File: config.mk
export PLATFORM = sky130hd
export DESIGN_NAME = mem_rd_arbiter_flat
export DESIGN_NICKNAME = d
export VERILOG_FILES = /design/src/rtl/mem_rd_arbiter_if.sv /design/src/rtl/mem_rd_arbiter.sv /design/src/flat_wrapper.sv
export SDC_FILE = /design/constraint.sdc
export NUM_CORES = 1
export LEC_CHECK = 0
export ABC_AREA = 1
export ABC_CLOCK_PERIOD_IN_PS = 4200
export CAP_MARGIN = 10
export CORE_ASPECT_RATIO = 1.4
export CORE_MARGIN = 1.5
export CORE_UTILIZATION = 40
export CTS_CLUSTER_DIAMETER = 60
export CTS_CLUSTER_SIZE = 8
export DETAILED_ROUTE_END_ITERATION = 8
export GPL_TIMING_DRIVEN = 0
export PLACE_DENSITY = 0.77
export SLEW_MARGIN = 5
export SYNTH_ARGS = -nofsm -noshare
export SYNTH_HDL_FRONTEND = slang
export SYNTH_SLANG_ARGS = --single-unit
File: constraint.sdc
create_clock -name clk -period 4.2 [get_ports clk]
set_input_delay 0.42 -clock clk [delete_from_list [all_inputs] [get_ports clk]]
set_output_delay 0.42 -clock clk [all_outputs]
set_load 0.1 [all_outputs]
File: src/rtl/mem_rd_arbiter_if.sv
// Bundle of the requester-side and memory-side read channels of mem_rd_arbiter.
// slave is the arbiter's view; master is the view of the requesters and memory around it.
interface mem_rd_arbiter_if #(
  parameter int REQUESTERS = 3,
  parameter int ADDR_WIDTH = 16,
  parameter int DATA_WIDTH = 16
);
  logic [REQUESTERS*ADDR_WIDTH-1:0] req_addr;
  logic [REQUESTERS-1:0]            req_avalid;
  logic [REQUESTERS-1:0]            req_aready;
  logic [REQUESTERS-1:0]            rsp_dvalid;
  logic [DATA_WIDTH-1:0]            rsp_data;
  logic [ADDR_WIDTH-1:0]            m_r_addr;
  logic                             m_r_avalid;
  logic                             m_r_aready;
  logic                             m_r_dvalid;
  logic [DATA_WIDTH-1:0]            m_r_data;

  modport slave (
    input  req_addr, req_avalid, m_r_aready, m_r_dvalid, m_r_data,
    output req_aready, rsp_dvalid, rsp_data, m_r_addr, m_r_avalid
  );

  modport master (
    output req_addr, req_avalid, m_r_aready, m_r_dvalid, m_r_data,
    input  req_aready, rsp_dvalid, rsp_data, m_r_addr, m_r_avalid
  );
endinterface

File: src/rtl/mem_rd_arbiter.sv
// Round-robin read arbiter: shares one memory read port among REQUESTERS masters,
// tracks outstanding reads in issue order and routes each returned datum to its originator.
module mem_rd_arbiter #(
  parameter int REQUESTERS      = 3,
  parameter int ADDR_WIDTH      = 16,
  parameter int DATA_WIDTH      = 16,
  parameter int MAX_OUTSTANDING = 4
) (
  input  logic                              clk,
  input  logic                              reset_n,
  mem_rd_arbiter_if.slave                   bus,
  output logic [$clog2(MAX_OUTSTANDING):0]  outstanding,
  output logic                              err_unexpected
);
  localparam int ID_W  = (REQUESTERS > 1) ? $clog2(REQUESTERS) : 1;
  localparam int PTR_W = (MAX_OUTSTANDING > 1) ? $clog2(MAX_OUTSTANDING) : 1;
  localparam int CNT_W = $clog2(MAX_OUTSTANDING) + 1;
  localparam logic [CNT_W-1:0] MAX_CNT  = CNT_W'(MAX_OUTSTANDING);
  localparam logic [ID_W-1:0]  LAST_ID  = ID_W'(REQUESTERS - 1);
  localparam logic [PTR_W-1:0] LAST_PTR = PTR_W'(MAX_OUTSTANDING - 1);

  logic [ID_W-1:0]       r_last_grant;
  logic [CNT_W-1:0]      r_outstanding;
  logic [ID_W-1:0]       r_fifo [MAX_OUTSTANDING];
  logic [PTR_W-1:0]      r_wr_ptr;
  logic [PTR_W-1:0]      r_rd_ptr;
  logic                  r_m_avalid;
  logic [ADDR_WIDTH-1:0] r_m_addr;
  logic [REQUESTERS-1:0] r_rsp_dvalid;
  logic [DATA_WIDTH-1:0] r_rsp_data;
  logic                  r_err;

  logic                  w_slot_free;
  logic                  w_fifo_empty;
  logic                  w_grant;
  logic                  w_pop;
  logic                  w_found;
  int                    w_idx_i;
  logic [ID_W-1:0]       w_idx;
  logic [ID_W-1:0]       w_winner;
  logic [ID_W-1:0]       w_head;
  logic [ADDR_WIDTH-1:0] w_win_addr;
  logic [REQUESTERS-1:0] w_aready;
  logic [REQUESTERS-1:0] w_head_oh;

  // The ID FIFO holds exactly one entry per outstanding read, so the count doubles as its fill level.
  assign w_fifo_empty = (r_outstanding == '0);
  assign w_slot_free  = !r_m_avalid || bus.m_r_aready;
  assign w_pop        = bus.m_r_dvalid && !w_fifo_empty;
  assign w_head       = r_fifo[r_rd_ptr];

  always_comb begin
    w_found    = 1'b0;
    w_idx_i    = 0;
    w_idx      = '0;
    w_winner   = '0;
    w_win_addr = '0;
    for (int k = 1; k <= REQUESTERS; k++) begin
      w_idx_i = (int'(r_last_grant) + k) % REQUESTERS;
      w_idx   = ID_W'(w_idx_i);
      if (!w_found && bus.req_avalid[w_idx]) begin
        w_found    = 1'b1;
        w_winner   = w_idx;
        w_win_addr = bus.req_addr[w_idx_i*ADDR_WIDTH +: ADDR_WIDTH];
      end
    end
  end

  assign w_grant = w_slot_free && (r_outstanding < MAX_CNT) && w_found;

  always_comb begin
    w_aready = '0;
    if (w_grant) begin
      w_aready[w_winner] = 1'b1;
    end
  end

  always_comb begin
    w_head_oh = '0;
    w_head_oh[w_head] = 1'b1;
  end

  always_ff @(posedge clk or negedge reset_n) begin
    if (!reset_n) begin
      r_m_avalid   <= 1'b0;
      r_m_addr     <= '0;
      r_last_grant <= LAST_ID;
    end else if (w_grant) begin
      r_m_avalid   <= 1'b1;
      r_m_addr     <= w_win_addr;
      r_last_grant <= w_winner;
    end else if (bus.m_r_aready) begin
      r_m_avalid   <= 1'b0;
    end
  end

  always_ff @(posedge clk or negedge reset_n) begin
    if (!reset_n) begin
      r_outstanding <= '0;
    end else begin
      case ({w_grant, w_pop})
        2'b10:   r_outstanding <= r_outstanding + CNT_W'(1);
        2'b01:   r_outstanding <= r_outstanding - CNT_W'(1);
        default: r_outstanding <= r_outstanding;
      endcase
    end
  end

  always_ff @(posedge clk or negedge reset_n) begin
    if (!reset_n) begin
      for (int i = 0; i < MAX_OUTSTANDING; i++) begin
        r_fifo[i] <= '0;
      end
      r_wr_ptr <= '0;
      r_rd_ptr <= '0;
    end else begin
      if (w_grant) begin
        r_fifo[r_wr_ptr] <= w_winner;
        r_wr_ptr <= (r_wr_ptr == LAST_PTR) ? '0 : r_wr_ptr + PTR_W'(1);
      end
      if (w_pop) begin
        r_rd_ptr <= (r_rd_ptr == LAST_PTR) ? '0 : r_rd_ptr + PTR_W'(1);
      end
    end
  end

  always_ff @(posedge clk or negedge reset_n) begin
    if (!reset_n) begin
      r_rsp_dvalid <= '0;
      r_rsp_data   <= '0;
      r_err        <= 1'b0;
    end else begin
      r_rsp_dvalid <= w_pop ? w_head_oh : '0;
      if (w_pop) begin
        r_rsp_data <= bus.m_r_data;
      end
      if (bus.m_r_dvalid && w_fifo_empty) begin
        r_err <= 1'b1;
      end
    end
  end

  assign bus.req_aready  = w_aready;
  assign bus.m_r_addr    = r_m_addr;
  assign bus.m_r_avalid  = r_m_avalid;
  assign bus.rsp_dvalid  = r_rsp_dvalid;
  assign bus.rsp_data    = r_rsp_data;
  assign outstanding     = r_outstanding;
  assign err_unexpected  = r_err;
endmodule

File: src/flat_wrapper.sv
// flat-port wrapper written by rule: the top's interface ports become plain ports
module mem_rd_arbiter_flat 
#(
  parameter int REQUESTERS      = 3,
  parameter int ADDR_WIDTH      = 16,
  parameter int DATA_WIDTH      = 16,
  parameter int MAX_OUTSTANDING = 4
)
  (clk, reset_n, outstanding, err_unexpected, bus_req_addr, bus_req_avalid, bus_m_r_aready, bus_m_r_dvalid, bus_m_r_data, bus_req_aready, bus_rsp_dvalid, bus_rsp_data, bus_m_r_addr, bus_m_r_avalid);
  mem_rd_arbiter_if #(.REQUESTERS(REQUESTERS), .ADDR_WIDTH(ADDR_WIDTH), .DATA_WIDTH(DATA_WIDTH)) bus_i ();
  input  logic clk;
  input  logic reset_n;
  output logic [$clog2(MAX_OUTSTANDING):0] outstanding;
  output logic err_unexpected;
  input wire logic [$bits(bus_i.req_addr)-1:0] bus_req_addr;
  input wire logic [$bits(bus_i.req_avalid)-1:0] bus_req_avalid;
  input wire logic [$bits(bus_i.m_r_aready)-1:0] bus_m_r_aready;
  input wire logic [$bits(bus_i.m_r_dvalid)-1:0] bus_m_r_dvalid;
  input wire logic [$bits(bus_i.m_r_data)-1:0] bus_m_r_data;
  output wire logic [$bits(bus_i.req_aready)-1:0] bus_req_aready;
  output wire logic [$bits(bus_i.rsp_dvalid)-1:0] bus_rsp_dvalid;
  output wire logic [$bits(bus_i.rsp_data)-1:0] bus_rsp_data;
  output wire logic [$bits(bus_i.m_r_addr)-1:0] bus_m_r_addr;
  output wire logic [$bits(bus_i.m_r_avalid)-1:0] bus_m_r_avalid;
  assign bus_i.req_addr = bus_req_addr;
  assign bus_i.req_avalid = bus_req_avalid;
  assign bus_i.m_r_aready = bus_m_r_aready;
  assign bus_i.m_r_dvalid = bus_m_r_dvalid;
  assign bus_i.m_r_data = bus_m_r_data;
  assign bus_req_aready = bus_i.req_aready;
  assign bus_rsp_dvalid = bus_i.rsp_dvalid;
  assign bus_rsp_data = bus_i.rsp_data;
  assign bus_m_r_addr = bus_i.m_r_addr;
  assign bus_m_r_avalid = bus_i.m_r_avalid;
  mem_rd_arbiter #(.REQUESTERS(REQUESTERS), .ADDR_WIDTH(ADDR_WIDTH), .DATA_WIDTH(DATA_WIDTH), .MAX_OUTSTANDING(MAX_OUTSTANDING)) u_core (.clk(clk), .reset_n(reset_n), .bus(bus_i), .outstanding(outstanding), .err_unexpected(err_unexpected));
endmodule
* Word level (Yosys, flattened, before mapping)
Cells that the tools add are included.
Word-level totals: register bits after elaboration 54, bits of input ports 71, output and inout bits 43
Cells by class: add/subtract/negate cells 7, divide/modulo/power cells 3, magnitude comparators 11, eq/ne operators 4, shift operators 3, muxes and demuxes 32, bitwise operators 2, reductions and logical operators 17
Operators by type and width (count):
- variable part select 48 x 32 -> 16 bit | 3
- modulo 32 x 3 -> 32 bit, second input constant | 3
- two-way mux 16 bit | 3
- two-way mux 2 bit | 8
- < comparator 2 x 3 -> 1 bit, second input constant | 5
- two-way mux 1 bit | 10
- logical AND 1 bit | 9
- bitwise mux 8 bit | 1
- adder 2 x 2 -> 3 bit, second input constant | 2
- binary-select mux 1 bit (select 2 bit) | 3
- equality test 2 bit, second input constant | 3
- greater-or-equal comparator 3 bit, second input constant | 2
- two-way mux 3 bit | 2
- NOT 2 -> 3 bit | 2
- one-hot mux 3 bit (2 select lines) | 1
- adder 2 x 1 -> 2 bit, second input constant | 2
- binary-select mux 2 bit (select 2 bit) | 1
- demux 1 bit (select 2 bit) | 2
- demux 2 bit (select 2 bit) | 1
- greater-or-equal comparator 2 x 1 -> 1 bit, second input constant | 2
- zero test 1 bit | 4
- nonzero test 2 bit | 2
- adder 2 x 1 -> 3 bit, second input constant | 1
- adder 3 x 1 -> 3 bit, second input constant | 1
- other kinds (6) | 6

* Logic depth before layout (Yosys ltp)
word-level depth 16, gate-level depth with buffers 16, gate-level depth less buffers 15

* Least setup slack after synthesis
No wires, ideal clock.
path type flip-flop to output port, start point reg u_core.r_last_grant[1], end point out bus_req_aready[0], arrival 3.046 ns, data required time 3.780 ns, slack 0.734 ns, cell stages (with the launch flop) 14, path through dfstp_2 -> inv_1 -> ha_1 -> buf_4 -> inv_2 -> nand2_1 -> nand3_2 -> nand2_4 -> buf_4 -> nand3_1 -> o21ai_1 -> inv_2 -> nand2_2 -> nor2_1
Between the ends: cells in the longest elaborated chain, start to end 16, elaborated cells between the ends (all ways) 29, those cells by class add/sub (3); div (3); order compare (2); mux (15); reduce/logical (6)
Ends and longest elaborated chain:
- start, declared | line mem_rd_arbiter.sv:22 | logic [ID_W-1:0] r_last_grant;
- start signal, assigned | line mem_rd_arbiter.sv:91 | r_last_grant <= w_winner;
- adder 2 x 1 -> 3 bit | line mem_rd_arbiter.sv:59 | w_idx_i = (int'(r_last_grant) + k) % REQUESTERS;
- modulo 32 x 3 -> 32 bit | line mem_rd_arbiter.sv:59
- binary-select mux 1 bit (select 2 bit) | line mem_rd_arbiter.sv:61 | if (!w_found && bus.req_avalid[w_idx]) begin
- two-way mux 1 bit (implied by the code) | line mem_rd_arbiter.sv:61
- two-way mux 1 bit | line mem_rd_arbiter.sv:61
- zero test 1 bit | line mem_rd_arbiter.sv:61
- logical AND 1 bit | line mem_rd_arbiter.sv:61
- two-way mux 1 bit | line mem_rd_arbiter.sv:61
- zero test 1 bit | line mem_rd_arbiter.sv:61
- logical AND 1 bit | line mem_rd_arbiter.sv:61
- two-way mux 2 bit | line mem_rd_arbiter.sv:61
- < comparator 2 x 3 -> 1 bit (implied by the code) / greater-or-equal comparator 2 x 1 -> 1 bit (equally long branches) | line mem_rd_arbiter.sv:74 | w_aready[w_winner] = 1'b1;
- logical AND 1 bit (implied by the code) | line mem_rd_arbiter.sv:74
- two-way mux 1 bit (implied by the code) | line mem_rd_arbiter.sv:74
- demux 1 bit (select 2 bit)
- two-way mux 3 bit * | line mem_rd_arbiter.sv:73 | if (w_grant) begin
- end, declared | line flat_wrapper.sv:20 | output wire logic [$bits(bus_i.req_aready)-1:0] bus_req_aready;
Mark *: on every way between the ends. The rest lies on a longest branch, timed or not. The select of a mux whose other input is x is not followed.

* Final worst setup path
start point reg u_core.r_last_grant[1], end point out bus_req_aready[1]
Same word-level chain as after synthesis.

==> impl_results.md <==
* Outcome: complete, no violations
* Post-CTS setup buffer count at 0
* CTS root buf: clkbuf_16
* Final net count at 910
* Die H at between 100 and 150 um
* CTS clk-pin slew, worst paths at 0.06 ns
* Maximum buffer depth of the clock tree at 2
* Asr flop ratio synth at 100%
* Overflow after GRT at 0
* Post-Syn Instances at approximately 700
* Synthesized area at about 4300 um^2
* Setup ws final at ~0.52 ns
* Clk sinks at between 50 and 60
* Area delta synth->final at 34.1%
* Max cap viols at 0
* Clk_skew at approximately 0.006 ns
* Initial core utilization at between 40 and 50%
* DRT Pass-1 Iters at 4
* CTS Buf Count at 5
* RSZ-0062 raised after global routing: false
* CP startpoint kind: flop
* EDFF count, synth at 0
* HP Class: in -> async
* First-pass GRT wire length at about 21000 um
* Gpl congestion at roughly 0.94
* Seq/Total Area, Yosys at about a third
* Max Clock Freq at 0.271 GHz
* Seq cells post-synth at 54
* CP max-delay cell: dlymetal6s2s_1
* WL/cell at ~13 um
* Hold Fails Final Rpt at 0
* Final HPWL DP at 9670 um
* Syn. warnings at 0
* GR Util met3 at 2.11%
* Die area at between 10000 and 15000 um^2
* Diode count at 0
* Chip width at around 90 um
* Gr usage total at 22.4%
* Global route hottest layer: met2
* Layout cells sized above 1 at slightly below 7%
* Most frequent cell on the critical path: inv_2
* Initial antenna violation count at 0
* Largest net degree at the start of global routing at 33
* Vias at around 4800
* Final wirelength at around 12000 um
* Critical-path maximum fanout at 10
* CP endpoint kind: output pin
* Crit path buffers/inverters at 7
* Site row count at between 40 and 50
* Filler Cell Count at 1079
* Slew Viols, Final at 0
* Avg Vias per Cell at ~4.9
* Setup-failing EPs final at 0
* Req. time, crit path at roughly 3.8 ns
* GRT met2 Usage at 41.2%
* Family with the most delay on the worst path: buffers and inverters
* Met1 usage at a little over a quarter
* Yosys cell types at 32
* Relative slew slack at about 33%
* Multi-input gate area at roughly 2500 um^2
* Measured slew at the worst slew-check pin at ~1 ns
* Worst slack, placed at roughly 0.44 ns
* Crit path arrival time at ~3.3 ns
* Synth Area per Inst at 6.14 um^2
* Syn nets at 789
* Vias in the first global route at 4584
* ANT nets after route at 0
* FF+latch area at 1350 um^2
* Setup CP Type: reg -> out
* Top_reg_cell synth: dfrtp_1
* Setup TNS at 0 ns
* Detailed-route DRC error count at 0
* Port bufs at between 100 and 150
* Cells along the critical path: inv_1, ha_1, buf_4, inv_2, nand2_1, nand3_2, nand2_4, buf_4, nand3_1, o21ai_1, inv_2, nand2_2, nand2_2, inv_2, dlymetal6s2s_1
* Tmin final at between 3 and 4 ns
* Non-Filler Instances at between 900 and 1000
* Post-placement cell count at 955
* Core Region at between 10000 and 15000 um^2
* Quantity of hold-fixing buffers added after cts at 0
* Number of gates resized after CTS at 0
* # IOs at between 100 and 150
* CTS H-tree depth at 2
* Tcrit/Tclk final at between 80% and 90%
* Critical Path Max Stage Delay at between 0.7 and 0.8 ns
* CTS tree: yes
* DRT iter0 DRCs at 290
* Worst-Skew Late Latency at approximately 0.29 ns
[sequential cells by signal (all words and copies together), names as in the netlist]
| signal | cells |
|---|---|
| u_core.bus.m_r_addr | 16 |
| u_core.bus.m_r_avalid | 1 |
| u_core.bus.rsp_data | 16 |
| u_core.bus.rsp_dvalid | 3 |
| u_core.err_unexpected | 1 |
| u_core.outstanding | 3 |
| u_core.r_fifo | 8 |
| u_core.r_last_grant | 2 |
| u_core.r_rd_ptr | 2 |
| u_core.r_wr_ptr | 2 |
[area by class of cell]
class                      count  area share (%)
timing repair buffer         114            19.9
multi-input combinational    535            43.0
buffer                        37            3.18
clock buffer                   8            2.53
inverter                      77            4.99
tap                          138            2.98
sequential                    54            23.4
[stage by stage]
step / hold slack (ns) / utilization (%) / instance area [um^2]
after floorplan: 0.124 / - / 4310
after global placement: 0.461 / 53.7 / 5620
after detailed placement: 0.428 / 53.9 / 5630
after CTS: 0.120 / 55.3 / 5780
after global routing: 0.150 / 55.3 / 5790
final: 0.108 / 55.3 / 5790
[worst register-to-register path: cells and delay by family, from the launching register on]
kind,cells,cell delay [ns]
xor+xnor,1,0.15
compound gates,2,0.25
flops,1,0.58
fa+ha+maj,3,0.83
simple gates,5,0.53
buf+inv,5,0.65
[cell usage in the layout (no fill, tap or decap), drive strengths merged]
cell type and count:
nor2 46, ha 14, fa 1, nand3 93
inv 76, o21bai 1, clkdlybuf4s50 109, dfrtp 53
dfstp 1, a32o 1, buf 29, xor2 1
a32oi 1, nand4 8, dlymetal6s2s 3, xnor2 1
o21ai 55, clkinv 1, nand2 292, clkbuf 18
a21oi 13, nor3 2, o211ai 6
[synth_stat cells (2+ instances only)]
cell      number  share of area (%)
o21ai_0       38                4.4
o211ai_1       6                1.0
nand2_1      287                 25
nand3_2        3               0.70
inv_2          8               0.70
dfrtp_1       53                 31
a21oi_1       12                1.4
inv_1         68                5.9
ha_1          14                4.1
nor2_4         2               0.52
nand2_2        4               0.58
nand4_1        8                1.2
nand3_1       90                 10
buf_4          5               0.87
buf_2         21                2.4
nor3_1         2               0.23
clkbuf_1      10               0.87
nor2_1        42                3.7
o21ai_1       17                2.0
[worst paths after layout]
check,slack [ns],depth (start not counted),startpoint,end
worst max-delay path,0.52,15,u_core.r_last_grant[1],bus_req_aready[1]
worst min-delay path,0.11,1,reset_n,u_core.bus.rsp_dvalid[0]
worst max register to register,1.07,16,u_core.r_last_grant[1],u_core.outstanding[2]
worst min register to register,0.48,2,u_core.bus.rsp_data[13],u_core.bus.rsp_data[13]
max in group asynchronous,3.48,2,reset_n,u_core.r_last_grant[1]
min in group clk,0.48,2,u_core.bus.rsp_data[13],u_core.bus.rsp_data[13]
[cell families (layout without fill, tap and decap cells)]
| kind of cell | Yosys count | in the layout | share of synthesized area (%) |
|---|---|---|---|
| AOI/OAI and AO/OA | 77 | 77 | 9.63 |
| xor gates and xnor gates | 2 | 2 | 0.406 |
| adders and majority gates | 15 | 15 | 4.52 |
| buffers and inverters | 114 | 236 | 11.0 |
| DFF | 54 | 54 | 31.4 |
| and+or+nand+nor | 441 | 441 | 43.1 |
[per-layer routing]
| layer | vias up | wire length [um] |
|---|---|---|
| met5 | - | 0 |
| met4 | 0 | 242 |
| met3 | 20 | 748 |
| met2 | 168 | 6510 |
| met1 | 2118 | 4990 |
| li1 | 2458 | - |
Power is not shown: default switching activity piles up to over one toggle a cycle in this logic, so the estimate is an artifact.
